==> src/rtl/mult_pkg.sv <==
// rtl/mult_pkg.sv - shared multiplier constants and state encoding
package mult_pkg;

    localparam int WIDTH = 8;
    localparam int CNT_W = 4;

    localparam logic [1:0] IDLE = 2'b00;
    localparam logic [1:0] RUN  = 2'b01;
    localparam logic [1:0] DONE = 2'b10;

    typedef enum logic [1:0] {
        ST_IDLE    = IDLE,
        ST_RUN     = RUN,
        ST_DONE    = DONE,
        ST_ILLEGAL = 2'b11
    } state_t;

endpackage

==> src/rtl/shift_add_mult_ctrl_rca.sv <==
// rtl/shift_add_mult_ctrl_rca.sv - 8-bit ripple-carry adder shared by the multiplier
module shift_add_mult_ctrl_rca #(
    parameter int W = 8
) (
    input  logic [W-1:0] A,
    input  logic [W-1:0] B,
    input  logic         Cin,
    output logic [W-1:0] S,
    output logic         Cout
);

    logic carry;

    // one full adder per bit, carry rippling from bit 0 upward
    always_comb begin
        carry = Cin;
        S     = '0;
        for (int i = 0; i < W; i++) begin
            S[i]  = A[i] ^ B[i] ^ carry;
            carry = (A[i] & B[i]) | (carry & (A[i] ^ B[i]));
        end
        Cout = carry;
    end

endmodule

==> src/rtl/shift_add_mult_ctrl.sv <==
// rtl/shift_add_mult_ctrl.sv - sequential shift-and-add 8x8 multiplier controller
module shift_add_mult_ctrl
    import mult_pkg::*;
#(
    parameter int WIDTH = mult_pkg::WIDTH,
    parameter int CNT_W = mult_pkg::CNT_W
) (
    input  logic                 clk,
    input  logic                 rst,
    input  logic                 start,
    input  logic [WIDTH-1:0]     a,
    input  logic [WIDTH-1:0]     b,
    input  logic                 ack,
    output logic                 busy,
    output logic                 done,
    output logic [2*WIDTH-1:0]   product
);

    // the shared adder is fixed at 8 bits and the counter must reach WIDTH
    if (WIDTH != 8 || (2 ** CNT_W) <= WIDTH) begin : g_bad_param
        $error("shift_add_mult_ctrl: WIDTH must be 8 and CNT_W must hold WIDTH");
    end

    state_t             state;
    state_t             state_nxt;
    logic [WIDTH-1:0]   m;
    logic [WIDTH-1:0]   acc;
    logic [WIDTH-1:0]   q;
    logic [CNT_W-1:0]   cnt;
    logic [WIDTH-1:0]   add_b;
    logic [WIDTH-1:0]   sum;
    logic               cout;
    logic               last_iter;

    assign add_b     = q[0] ? m : '0;
    assign last_iter = (cnt == CNT_W'(WIDTH - 1));

    shift_add_mult_ctrl_rca #(.W(WIDTH)) u_adder (
        .A    (acc),
        .B    (add_b),
        .Cin  (1'b0),
        .S    (sum),
        .Cout (cout)
    );

    // state register; async reset aborts any operation in flight
    always_ff @(posedge clk or posedge rst) begin
        if (rst) begin
            state <= ST_IDLE;
        end else begin
            state <= state_nxt;
        end
    end

    // next state and state-decoded outputs; illegal encoding falls back to idle
    always_comb begin
        state_nxt = ST_IDLE;
        busy      = 1'b0;
        done      = 1'b0;
        product   = '0;
        case (state)
            ST_IDLE: state_nxt = start ? ST_RUN : ST_IDLE;
            ST_RUN: begin
                busy      = 1'b1;
                state_nxt = last_iter ? ST_DONE : ST_RUN;
            end
            ST_DONE: begin
                done      = 1'b1;
                product   = {acc, q};
                state_nxt = ack ? ST_IDLE : ST_DONE;
            end
            default: state_nxt = ST_IDLE;
        endcase
    end

    // datapath: load operands on accept, one add-and-shift per RUN cycle
    always_ff @(posedge clk or posedge rst) begin
        if (rst) begin
            m   <= '0;
            acc <= '0;
            q   <= '0;
            cnt <= '0;
        end else begin
            case (state)
                ST_IDLE: begin
                    if (start) begin
                        m   <= a;
                        q   <= b;
                        acc <= '0;
                        cnt <= '0;
                    end
                end
                ST_RUN: begin
                    // carry-out lands in acc msb so no product bit is lost
                    {acc, q} <= {cout, sum, q[WIDTH-1:1]};
                    cnt      <= cnt + CNT_W'(1);
                end
                default: ;
            endcase
        end
    end

endmodule

==> config.mk <==
export PLATFORM = sky130hd
export DESIGN_NAME = shift_add_mult_ctrl
export DESIGN_NICKNAME = d
export VERILOG_FILES = /design/src/rtl/mult_pkg.sv /design/src/rtl/shift_add_mult_ctrl_rca.sv /design/src/rtl/shift_add_mult_ctrl.sv
export SDC_FILE = /design/constraint.sdc
export NUM_CORES = 1
export LEC_CHECK = 0
export BUFFER_PORTS_ARGS = -buffer_cell sky130_fd_sc_hd__buf_2
export CAP_MARGIN = 40
export CORE_MARGIN = 8
export CORE_UTILIZATION = 35
export DETAILED_ROUTE_END_ITERATION = 10
export PLACE_DENSITY = 0.57
export SYNTH_ARGS = -nofsm -noshare
export SYNTH_HDL_FRONTEND = slang
export SYNTH_HIERARCHICAL = 1
export SYNTH_SLANG_ARGS = --single-unit
export TNS_END_PERCENT = 30
==> constraint.sdc <==
create_clock -name clk -period 4.35 [get_ports clk]
set_clock_uncertainty 0.05 [all_clocks]
set_input_delay 0 -clock clk [delete_from_list [all_inputs] [get_ports clk]]
set_output_delay 0 -clock clk [all_outputs]
set_load 0.01 [all_outputs]
# [Yosys cells after proc, flatten, opt, wreduce, memory -nomap -nowiden]
# Index checks and enable logic that the tools add are counted.
[totals] ff_bits=30 word_cells=65 inputBits=20 out_inout_bits=18
[classes] eq_ne=4 mux=14 add_sub_neg=1 reduce_logical=4 n_bitwise=37
[ops] op="case mux 8 bit (2 select lines)" n=2
[ops] op="2-to-1 mux 8 bit" n=3
[ops] op="2-to-1 mux 16 bit" n=1
[ops] op="bitwise AND 1 bit" n=15
[ops] op="bitwise XOR 1 bit" n=15
[ops] op="case mux 4 bit (2 select lines)" n=1
[ops] op="bitwise OR 1 bit" n=7
[ops] op="case mux 2 bit (3 select lines)" n=1
[ops] op="adder 4 x 1 -> 4 bit (second input constant)" n=1
[ops] op="equality test 4 x 3 -> 1 bit (second input constant)" n=1
[ops] op="2-to-1 mux 2 bit" n=2
[ops] op="2-to-1 mux 4 bit" n=1
[ops] op="AND reduction 2 bit" n=2
[ops] op="2-to-1 mux 1 bit" n=3
[ops] op="equality test 2 x 1 -> 1 bit (second input constant)" n=1
[ops] op="equality test 2 bit (second input constant)" n=1
[ops] op="logical NOT 2 bit" n=1
[ops] op="!= test 2 bit (second input constant)" n=1
[ops] op="nonzero test 2 bit" n=1

# [Longest topological paths before layout]
[depth] ltp_word=17 ltp_mapped=15 ltp_nobuf=15

# [Modules after synthesis]
# The synthesis kept the hierarchy.
[by_module_without_submodules] mod="shift_add_mult_ctrl" cells_each=143 area_each_um2=1432.6 n_inst=1 seq_area_each_um2=750.7
[by_module_without_submodules] mod="shift_add_mult_ctrl_rca" cells_each=18 area_each_um2=197.7 n_inst=1 seq_area_each_um2=0.0

# [Worst setup path before layout]
# OpenSTA, ideal clock, no wires.
[synth_timing] path_kind="register -> register" start="register q[0]" end="register acc[6]" t_arrival_ns=3.684 path_stages_with_launch=16 setup_ns=0.083 slack_ns=0.534 required_ns=4.217 n_path_buf=0 period_less_slack_ns=3.816 cell_sequence="dfrtp_1 > and2_1 > fa_1 > inv_1 > fa_1 > inv_1 > fa_1 > fa_1 > fa_1 > fa_1 > fa_1 > inv_1 > fa_1 > inv_1 > nand2_1 > o21ai_0"
[synth_between] elab_chain_cells=16 elab_cells_between_ends=29 cone_classes="2 x mux; 27 x bitwise"
[synth_rtl] item="start, declared" line="shift_add_mult_ctrl.sv:28" text="logic [WIDTH-1:0] q;"
[synth_rtl] item="start signal, assigned" line="shift_add_mult_ctrl.sv:95" text="{acc, q} <= {cout, sum, q[WIDTH-1:1]};"
[synth_rtl] item="2-to-1 mux 8 bit" line="shift_add_mult_ctrl.sv:35" text="assign add_b = q[0] ? m : '0;"
[synth_rtl] item="via add_b[0]" line="shift_add_mult_ctrl.sv:30" text="logic [WIDTH-1:0] add_b;"
[synth_rtl] item="bitwise AND 1 bit (2 in series)" line="shift_add_mult_ctrl_rca.sv:20" text="carry = (A[i] & B[i]) | (carry & (A[i] ^ B[i]));"
[synth_rtl] item="bitwise OR 1 bit" line="shift_add_mult_ctrl_rca.sv:20"
[synth_rtl] item="bitwise AND 1 bit" line="shift_add_mult_ctrl_rca.sv:20"
[synth_rtl] item="bitwise OR 1 bit" line="shift_add_mult_ctrl_rca.sv:20"
[synth_rtl] item="bitwise AND 1 bit" line="shift_add_mult_ctrl_rca.sv:20"
[synth_rtl] item="bitwise OR 1 bit" line="shift_add_mult_ctrl_rca.sv:20"
[synth_rtl] item="bitwise AND 1 bit" line="shift_add_mult_ctrl_rca.sv:20"
[synth_rtl] item="bitwise OR 1 bit" line="shift_add_mult_ctrl_rca.sv:20"
[synth_rtl] item="bitwise AND 1 bit" line="shift_add_mult_ctrl_rca.sv:20"
[synth_rtl] item="bitwise OR 1 bit" line="shift_add_mult_ctrl_rca.sv:20"
[synth_rtl] item="bitwise AND 1 bit" line="shift_add_mult_ctrl_rca.sv:20"
[synth_rtl] item="bitwise OR 1 bit" line="shift_add_mult_ctrl_rca.sv:20"
[synth_rtl] item="bitwise XOR 1 bit" line="shift_add_mult_ctrl_rca.sv:19" text="S[i] = A[i] ^ B[i] ^ carry;"
[synth_rtl] item="via sum[7]" line="shift_add_mult_ctrl.sv:31" text="logic [WIDTH-1:0] sum;"
[synth_rtl] item="case mux 8 bit (2 select lines)" line="shift_add_mult_ctrl.sv:84" text="case (state)"
[synth_rtl] item="end signal, assigned" line="shift_add_mult_ctrl.sv:95"
[synth_rtl] item="end, declared" line="shift_add_mult_ctrl.sv:27" text="logic [WIDTH-1:0] acc;"
# The timed path passes the listed nets, and every way through them passes these cells.
# A chain may end at the register's enable or synchronous reset.

# [Final worst setup path]
# Same ends and word-level chain as after synthesis.

==> flow_summary.json <==
{
  "r2r-start": "q[0]$_DFFE_PP0P_",
  "drc": 0,
  "worst_pin_slew_ns": 0.5503,
  "rsz0062_at_grt": "no",
  "syn_to_final_growth_pct": 29.39,
  "yosys.area.top_type": "dfrtp_1",
  "die_area_mm2": 0.007098,
  "ant_nets": 0,
  "hp-class": "primary input to flip-flop",
  "viasPerCell": 4.675,
  "critPathMaxFanout": 2,
  "dp_slack_ns": 0.4688,
  "synthArstFlopShare_pct": 100.0,
  "seqPwrFrac_pct": 43.3,
  "synthTopCellsByCount": "dfrtp_1 (30), nand2_1 (28), and2_1 (24)",
  "drive_gt1_share_pct": 27.19,
  "cts_tree": "done",
  "firstDrtPassIters": 4,
  "p_int_w": 0.0007449,
  "end_kind": "flip-flop",
  "power_frac_clock_pct": 17.6,
  "reg2regPathDepth": 15,
  "die_h_um": 84.25,
  "stdcell_area_mm2": 0.002110,
  "synthFlopType": "dfrtp_1",
  "maxCapViolations": 0,
  "wire_per_inst_um": 13.21,
  "grt_use_total_pct": 11.11,
  "synth_top_area_share_pct": 46.05,
  "p_comb_share_pct": 39.2,
  "yosysSeqAreaShare_pct": 46.05,
  "clk_latency_ns": 0.29,
  "core_mm2": 0.004598,
  "place.gp.congestion": 0.7380,
  "start_util_pct": 35.46,
  "cp.required_ns": 4.50,
  "cts_root_buf": "clkbuf_8",
  "portBuffers": 37,
  "min_period_ns": 3.865,
  "syn_nets": 190,
  "placed_area_mm2": 0.001871,
  "diodes": 0,
  "min_period_over_period_pct": 88.85,
  "synth_cells": 161,
  "p_per_area_mw_per_mm2": 569.3,
  "critPathKind": "flip-flop to flip-flop",
  "fin_nets": 246,
  "fin_ws_ns": 0.4850,
  "grt_pass1_vias": 1353,
  "cp.arrival_ns": 4.02,
  "htree_levels": 2,
  "p_leak_nw": 1.037,
  "reg2reg_slack_ns": 0.48,
  "setup_violations": 0,
  "tns_ns": 0,
  "synthTopCellsByArea": "dfrtp_1 (46%), fa_1 (9.8%), and2_1 (9.2%)",
  "peakVddDrop_mv": 0.2017,
  "cp-startpoint": "q[0]$_DFFE_PP0P_",
  "min-delay-start": "b[2]",
  "io_pins": 38,
  "drt_iter0_markers": 51,
  "crit_chain": "and2_1 -> fa_1 -> inv_1 -> fa_1 -> inv_1 -> fa_1 -> fa_1 -> fa_1 -> fa_1 -> fa_1 -> inv_1 -> fa_1 -> inv_1 -> nand2_1 -> o21ai_0",
  "hold_depth": 3,
  "cts_resized": 0,
  "cts_buffers": 5,
  "synth_edf_count": 0,
  "yosysMostFrequentCell": "dfrtp_1",
  "cts.sinks": 30,
  "max_freq_mhz": 258.7,
  "slowest_stage": "fa_1",
  "cpPeakStageDelay_ns": 0.40,
  "ys_types": 22,
  "wl_um": 3580,
  "swShare_pct": 37.98,
  "grt_remaining_overflow": 0,
  "yosys_warnings": 6,
  "vias": 1267,
  "post_cts_buffers": 0,
  "dpl.hpwl_um": 2504,
  "clkTransAtPathRegs_ns": 0.07,
  "timing.hold.ws_ns": 0.000007855,
  "crit_top_cell": "fa_1",
  "avgSynthCellArea_um2": 10.13,
  "yosys_register_bits": 30,
  "status": "completed",
  "die_w_um": 84.25,
  "p_sw_w": 0.0004561,
  "grt_start_max_net_pins": 31,
  "antenna_found_initial": 0,
  "hold_viol": 0,
  "syn-cell-area_mm2": 0.001630,
  "startpoint_type": "flip-flop",
  "grt_first_pass_wirelength_um": 6437,
  "clockBufferDepth": 2,
  "drv_slew": 0,
  "fp-row-count": 25,
  "slew_headroom_pct": 63.24
}
routing by layer:
layer / wire length (µm) / vias up / GRT usage [%]
li1: - / 630 / -
met1: 1644 / 589 / 13.08
met2: 1592 / 43 / 16.71
met3: 308 / 5 / 5.421
met4: 34 / 0 / 4.710
met5: 0 / - / 0
final timing paths:
check	to
worst max-delay path	acc[6]$_DFFE_PP0P_
worst min-delay path	q[2]$_DFFE_PP0P_
worst max register to register	acc[6]$_DFFE_PP0P_
worst min register to register	cnt[3]$_DFFE_PP0P_
max in group asynchronous	acc[2]$_DFFE_PP0P_
min in group asynchronous	q[6]$_DFFE_PP0P_
power by group through the flow:
stage	Clock, W	Sequential, W	Combinational [W]
global placement	0	0.000523	0.000458
global route	0.000230	0.000545	0.000561
CTS	0.000218	0.000524	0.000483
detailed placement	0	0.000528	0.000471
floorplan	0	0.000486	0.000385
finish	0.000211	0.000520	0.000470
cells in the final DEF, fill, tap and decap left out, types with 2 or more instances in the layout:
cell / instances
fa_1: 8
nor2_1: 2
inv_1: 13
o21ai_0: 18
clkbuf_8: 5
buf_4: 4
dlygate4sd3_1: 16
clkinv_2: 2
a22oi_1: 8
nand2b_1: 2
and2_1: 24
buf_2: 37
dfrtp_1: 30
nand2_1: 28
mux2_2: 9
a22o_1: 2
nor2b_1: 2
timing repair:
item,in CTS,in global routing
hold endpoints to repair,45,0
setup endpoints to repair,0,0
hold buffers,16,0
registers in the layout, summed over array words and instances, names as in the netlist:
name	flops
acc	8
state	2
cnt	4
m	8
q	8
metrics by stage:
stage / utilization [%] / power [W] / instances
3_3_place_gp: 40.52 / 0.0009811 / 247
4_1_cts: 45.88 / 0.001225 / 271
6_report: 45.88 / 0.001201 / 271
2_1_floorplan: - / 0.0008709 / 161
3_5_place_dp: 40.68 / 0.0009990 / 248
5_1_grt: 45.88 / 0.001337 / 271
worst max-delay path, delay by kind of cell (launching register included):
kind	cells	cell delay (ns)
AOI/OAI and AO/OA	1	0.08
adders and majority gates	8	2.82
buffers and inverters	4	0.25
DFF	1	0.37
and+or+nand+nor	2	0.21
logic make-up (layout without fill, tap and decap cells):
logic type	Yosys count	after routing	share of synthesized area, %
other	1	1	0.2300
buffers and inverters	21	77	5.909
muxes	10	10	6.831
AOI/OAI and AO/OA	30	30	11.90
adders and majority gates	9	9	10.59
DFF	30	30	46.05
and+or+nand+nor	60	60	18.50
area by class of cell:
class / count / area [µm²]
Fill cell: 458 / 2489
Multi-Input combinational cell: 110 / 788.3
Sequential cell: 30 / 750.7
Timing Repair Buffer: 57 / 375.4
Clock buffer: 5 / 68.82
Tap cell: 54 / 67.56
Inverter: 13 / 48.80
Clock inverter: 2 / 10.01
Power figures use the tool's default switching activity.
